$ cat src/rtl/slot_pkg.sv
// rtl/slot_pkg.sv - shared types and constants for the parking slot allocator
package slot_pkg;

  localparam int SLOT_W    = 4;
  localparam int NUM_SLOTS = 16;

  typedef logic [SLOT_W-1:0] slot_idx_t;

  typedef enum logic {
    IDLE = 1'b0,
    OPEN = 1'b1
  } gate_state_t;

  // Bit i set when slot i carries a charger (slots 0..n-1).
  function automatic logic [NUM_SLOTS-1:0] charger_mask(input int n);
    logic [NUM_SLOTS-1:0] mask;
    for (int i = 0; i < NUM_SLOTS; i++) begin
      mask[i] = (i < n);
    end
    return mask;
  endfunction

endpackage

$ cat src/rtl/slot_pick.sv
// rtl/slot_pick.sv - lowest-index priority encoder over free & allowed slot masks
module slot_pick
  import slot_pkg::*;
(
  input  logic [NUM_SLOTS-1:0] free_mask_i,
  input  logic [NUM_SLOTS-1:0] allowed_mask_i,
  output logic                 found_o,
  output slot_idx_t            idx_o
);

  logic [NUM_SLOTS-1:0] cand;

  assign cand = free_mask_i & allowed_mask_i;

  // Scan high to low so the last hit written is the lowest index.
  always_comb begin
    found_o = |cand;
    idx_o   = '0;
    for (int i = NUM_SLOTS - 1; i >= 0; i--) begin
      if (cand[i]) begin
        idx_o = slot_idx_t'(i);
      end
    end
  end

endmodule

$ cat src/rtl/slot_allocator.sv
// rtl/slot_allocator.sv - occupancy map, slot grant/free and entry-gate timer; SLOT_CHARGE_PRIORITY_EN enables charger-aware placement
module slot_allocator
  import slot_pkg::*;
#(
  parameter int CHARGE_SLOTS = 4,
  parameter int GATE_CYCLES  = 8
) (
  input  logic              clk,
  input  logic              rst,
  input  logic              car_arrive,
  input  logic              arrive_charge,
  input  logic              car_leave,
  input  logic [SLOT_W-1:0] leave_slot,
  output logic              sensor_entry,
  output logic [SLOT_W-1:0] entry_slot,
  output logic              want_to_charge,
  output logic              sensor_exit,
  output logic [SLOT_W-1:0] exit_slot,
  output logic              reject,
  output logic              leave_err,
  output logic              gate_open,
  output logic              lot_full,
  output logic [SLOT_W:0]   free_count
);

  localparam int TIMER_W = (GATE_CYCLES > 1) ? $clog2(GATE_CYCLES) : 1;

  if (CHARGE_SLOTS < 0 || CHARGE_SLOTS > NUM_SLOTS || GATE_CYCLES < 1) begin : g_bad_config
    $error("slot_allocator: CHARGE_SLOTS must be 0..16 and GATE_CYCLES >= 1");
  end

  logic [NUM_SLOTS-1:0] occ_q, occ_d;
  logic [SLOT_W:0]      free_q, free_d;
  gate_state_t          state_q;
  logic [TIMER_W-1:0]   timer_q;
  logic                 sensor_entry_q, want_q, sensor_exit_q, reject_q, leave_err_q;
  slot_idx_t            entry_slot_q, exit_slot_q;

  logic [NUM_SLOTS-1:0] free_mask;
  logic                 pick_found;
  slot_idx_t            pick_idx;
  logic                 arrive_live, grant, refuse, leave_hit, leave_miss;

  assign free_mask = ~occ_q;

`ifdef SLOT_CHARGE_PRIORITY_EN
  localparam logic [NUM_SLOTS-1:0] CHG_MASK = charger_mask(CHARGE_SLOTS);

  logic      main_found, plain_found;
  slot_idx_t main_idx, plain_idx;

  // Charging cars are confined to charger slots; others search the whole lot here.
  slot_pick u_pick_main (
    .free_mask_i    (free_mask),
    .allowed_mask_i (arrive_charge ? CHG_MASK : {NUM_SLOTS{1'b1}}),
    .found_o        (main_found),
    .idx_o          (main_idx)
  );

  slot_pick u_pick_plain (
    .free_mask_i    (free_mask),
    .allowed_mask_i (~CHG_MASK),
    .found_o        (plain_found),
    .idx_o          (plain_idx)
  );

  // Non-charging cars keep chargers free unless nothing else is left.
  assign pick_found = main_found;
  assign pick_idx   = (!arrive_charge && plain_found) ? plain_idx : main_idx;
`else
  slot_pick u_pick_main (
    .free_mask_i    (free_mask),
    .allowed_mask_i ({NUM_SLOTS{1'b1}}),
    .found_o        (pick_found),
    .idx_o          (pick_idx)
  );
`endif

  assign arrive_live = car_arrive && (state_q == IDLE);
  assign grant       = arrive_live && pick_found;
  assign refuse      = arrive_live && !pick_found;
  assign leave_hit   = car_leave && occ_q[leave_slot];
  assign leave_miss  = car_leave && !occ_q[leave_slot];

  // Grant looks only at pre-leave occupancy, so the two indices never collide.
  always_comb begin
    occ_d  = occ_q;
    free_d = free_q;
    if (grant) begin
      occ_d[pick_idx] = 1'b1;
    end
    if (leave_hit) begin
      occ_d[leave_slot] = 1'b0;
    end
    case ({grant, leave_hit})
      2'b10:   free_d = free_q - 1'b1;
      2'b01:   free_d = free_q + 1'b1;
      default: free_d = free_q;
    endcase
  end

  always_ff @(posedge clk or posedge rst) begin
    if (rst) begin
      occ_q          <= '0;
      free_q         <= (SLOT_W + 1)'(NUM_SLOTS);
      state_q        <= IDLE;
      timer_q        <= '0;
      sensor_entry_q <= 1'b0;
      entry_slot_q   <= '0;
      want_q         <= 1'b0;
      sensor_exit_q  <= 1'b0;
      exit_slot_q    <= '0;
      reject_q       <= 1'b0;
      leave_err_q    <= 1'b0;
    end else begin
      occ_q          <= occ_d;
      free_q         <= free_d;
      sensor_entry_q <= grant;
      sensor_exit_q  <= leave_hit;
      reject_q       <= refuse;
      leave_err_q    <= leave_miss;
      if (grant) begin
        entry_slot_q <= pick_idx;
        want_q       <= arrive_charge;
      end
      if (leave_hit) begin
        exit_slot_q <= leave_slot;
      end
      case (state_q)
        IDLE: begin
          if (grant) begin
            state_q <= OPEN;
            timer_q <= TIMER_W'(GATE_CYCLES - 1);
          end
        end
        OPEN: begin
          if (timer_q == '0) begin
            state_q <= IDLE;
          end else begin
            timer_q <= timer_q - 1'b1;
          end
        end
        default: state_q <= IDLE;
      endcase
    end
  end

  assign sensor_entry   = sensor_entry_q;
  assign entry_slot     = entry_slot_q;
  assign want_to_charge = want_q;
  assign sensor_exit    = sensor_exit_q;
  assign exit_slot      = exit_slot_q;
  assign reject         = reject_q;
  assign leave_err      = leave_err_q;
  assign gate_open      = (state_q == OPEN);
  assign lot_full       = &occ_q;
  assign free_count     = free_q;

endmodule

$ cat config.mk
export PLATFORM = sky130hd
export DESIGN_NAME = slot_allocator
export DESIGN_NICKNAME = d
export VERILOG_FILES = /design/src/rtl/slot_pkg.sv /design/src/rtl/slot_pick.sv /design/src/rtl/slot_allocator.sv
export SDC_FILE = /design/constraint.sdc
export NUM_CORES = 1
export LEC_CHECK = 0
export CAP_MARGIN = 20
export CORE_ASPECT_RATIO = 0.75
export CORE_MARGIN = 2
export CORE_UTILIZATION = 58
export CTS_CLUSTER_SIZE = 16
export DETAILED_ROUTE_END_ITERATION = 7
export PLACE_DENSITY = 0.82
export SLEW_MARGIN = 20
export SYNTH_ARGS = -nofsm -noshare
export SYNTH_HDL_FRONTEND = slang
export SYNTH_SLANG_ARGS = --single-unit
$ cat constraint.sdc
create_clock -name clk -period 4.01 [get_ports clk]
set_input_delay 0.802 -clock clk [delete_from_list [all_inputs] [get_ports clk]]
set_output_delay 0.802 -clock clk [all_outputs]
set_load 0.01 [all_outputs]
==> flow_summary.json <==
{
  "run_status": "finished, final reports clean",
  "crit_fanout": 8,
  "grt_most_used_layer": "met2",
  "fin_crit_sh_pct": 91.9,
  "fin_setup_tns_ns": 0,
  "grt_max_degree": 30,
  "ys_seq_elements": 38,
  "synth_fa_ha_area_share_pct": 4.51,
  "cts_root_buffer": "clkbuf_8",
  "cts_made_buffers": 5,
  "mostFrequentLayoutCells": "dfrtp_1, nand2_1, clkdlybuf4s50_1, o21ai_0, nor2_1",
  "worst_pin_slew_ns": 0.587,
  "cpPeakStageDelay_ns": 0.68,
  "start_kind": "input port",
  "yosysWarnings": 0,
  "synthXorXnorAreaFrac_pct": 2.08,
  "via_per_inst": 6.10,
  "synthCells": 218,
  "h-tree-depth": 2,
  "cts_hold_buf": 0,
  "path_clk_slew_ns": 0.07,
  "synth_compound_area_share_pct": 17.6,
  "rsz0062_at_grt": "no",
  "antenna_found_initial": 0,
  "final_common_cell": "dfrtp_1",
  "cts-resized-gates": 0,
  "synthSimpleGateAreaFrac_pct": 16.2,
  "clockBufferDepth": 2,
  "gr-usage-met2_pct": 35.7,
  "clock_skew_ns": 0.00922,
  "tritoncts": "done",
  "start_util_pct": 62.4,
  "powerDensity_nw_per_um2": 659,
  "grt_pass1_vias": 1746,
  "multi_input_area_um2": 1060,
  "fillCellCount": 256,
  "nNetsFinal": 264,
  "grtUsageMet3_pct": 7.25,
  "seqCellArea_um2": 952,
  "cp_data_required_time_ns": 4.24,
  "rr_startpoint": "occ_q[0]",
  "clock_latency_ns": 0.30,
  "grt_use_total_pct": 25.1,
  "floorplan.core_area_um2": 3380,
  "path_common_cell": "ha_1",
  "drive_gt1_share_pct": 10.8,
  "area_growth_pct": 19.2,
  "syn_area_um2": 2110,
  "drc": 0,
  "power_leakage_uw": 0.00108,
  "die_w_um": 73.6,
  "finalSetupViolCount": 0,
  "crit_type": "input port to flop",
  "crit_start": "leave_slot[3]",
  "drtIter0Drc": 108,
  "period_needed_ns": 3.69,
  "fin_area_um2": 2510,
  "hold_violations": 0,
  "wl_per_cell_um": 16.1,
  "worst_ir_drop_vdd_uv": 465,
  "syn_area_per_cell_um2": 9.67,
  "cpLargestDelayFamily": "multiplexers",
  "cp.arrival_ns": 3.91,
  "rows": 18,
  "first_pass_iters": 4,
  "io_pins": 29,
  "antennaDiodeCount": 0,
  "drtAntennaViolNets": 0,
  "port_buffers": 28,
  "slew-limit-headroom_pct": 60.8,
  "grt-ovfl-total": 0,
  "hp-class": "flop to flop",
  "post-route-util_pct": 74.3,
  "drt-total-wl_um": 4640,
  "fmax_mhz": 271,
  "cts_setup_buffers": 0,
  "slew_violations": 0,
  "synth_top_family_by_area": "compound AO/OA/AOI/OAI gates",
  "cpMaxStageDelayCell": "clkdlybuf4s50_1",
  "met1_usage_pct": 35.3,
  "ys_types": 42,
  "vias": 1764,
  "seq_area_frac_synth_pct": 45.2,
  "hpwl_um": 3330,
  "gp_congestion": 0.932,
  "worst-path-buf-inv": 2,
  "dpl_cell_area_um2": 2420,
  "muxShareOfSynthArea_pct": 9.98,
  "holdCritStartpoint": "entry_slot[1]",
  "die_area_um2": 4140,
  "cts.sinks": 38,
  "path_cells": "clkdlybuf4s50_1, mux2_1, mux4_2, nand2_2, o21ai_4, ha_1, inv_1, ha_1, a21o_1, a21oi_1, xnor2_1, nor2_1, xor2_1",
  "grt_pass1_wl_um": 8020,
  "maxCapViolations": 0,
  "die_y_um": 56.2,
  "cp-end-kind": "flop",
  "syn_nets": 234
}
Yosys cell counts, drive strengths merged:
| library cell | instances | share of area, % |
|---|---|---|
| fa | 1 | 0.95 |
| a31oi | 4 | 1.2 |
| a21o | 2 | 0.71 |
| mux2 | 9 | 5.3 |
| dfrtp | 37 | 44 |
| clkbuf | 3 | 0.53 |
| buf | 6 | 1.7 |
| or4 | 1 | 0.36 |
| nand2 | 33 | 6.1 |
| mux4 | 3 | 3.2 |
| and3 | 1 | 0.30 |
| and4 | 2 | 0.83 |
| nand4 | 5 | 1.5 |
| o21ai | 25 | 6.5 |
| nand3b | 2 | 0.71 |
| o22a | 2 | 0.83 |
| o31ai | 9 | 3.2 |
| nor3 | 1 | 0.24 |
| xor2 | 2 | 0.83 |
| a211oi | 2 | 0.71 |
| inv | 12 | 2.1 |
| mux2i | 3 | 1.4 |
| o32ai | 1 | 0.42 |
| nand2b | 4 | 1.2 |
| nor2 | 14 | 2.5 |
| dfstp | 1 | 1.2 |
| and2b | 1 | 0.36 |
| a41oi | 2 | 0.83 |
| o221ai | 1 | 0.42 |
| xnor2 | 3 | 1.2 |
| ha | 6 | 3.6 |
| nor2b | 3 | 0.89 |
| a21oi | 12 | 2.9 |
| nand3 | 4 | 0.95 |
| and2 | 1 | 0.30 |
tightest hold or removal path, stage by stage, from the launching register on:
cell,delay [ns]
dfrtp_1,0.35
nand2_1,0.05
nand2_1,0.06
flip-flops by register name, indices dropped and copies added, names as in the netlist:
register	flops
sensor_entry	1
want_to_charge	1
gate_open	1
sensor_exit	1
occ_q	16
leave_err	1
timer_q	3
exit_slot	4
reject	1
free_count	5
entry_slot	4
where the power goes:
part	total, uW	internal, uW	switching (uW)
clock	270	139	132
combinational	718	372	346
sequential	667	514	153
total	1660	1020	630
per-stage QoR:
step / setup WS [ns] / total power (uW) / std cells / hold WS (ns)
3_3_place_gp: 0.151 / 1360 / 281 / 0.468
4_1_cts: 0.356 / 1660 / 289 / 0.491
2_1_floorplan: 0.792 / 1110 / 218 / 0.467
3_5_place_dp: 0.0688 / 1370 / 281 / 0.465
6_report: 0.325 / 1660 / 289 / 0.485
5_1_grt: 0.165 / 1780 / 289 / 0.498
area by class of cell:
type | count | share of cell area, %
Timing Repair Buffer | 32 | 12.4
Multi-Input combinational cell | 159 | 42.3
Inverter | 12 | 1.79
Clock buffer | 7 | 3.44
Sequential cell | 38 | 37.9
Clock inverter | 1 | 0.199
Tap cell | 40 | 1.99
cell families after synthesis:
family | after synthesis
XOR/XNOR | 5
buffers and inverters | 21
adder cells (fa/ha/maj) | 7
flip-flops | 38
AND/OR/NAND/NOR | 72
multiplexers | 15
AO/OA/AOI/OAI | 60
routing by layer:
layer  vias to the layer above  wire, um
li1                        835         -
met4                         0        60
met2                        81      2080
met3                         9       405
met5                         -         0
met1                       839      2100
path summary, 6_finish.rpt:
check	end	slack [ns]	cells after the start
setup / recovery	free_count[4]	0.32	13
hold / removal	entry_slot[1]	0.48	2
setup reg to reg	free_count[4]	1.01	11
hold reg to reg	entry_slot[1]	0.48	2
max in group asynchronous	occ_q[11]	2.55	3
min in group asynchronous	leave_err	0.88	2
Power figures use the tool's default switching activity.
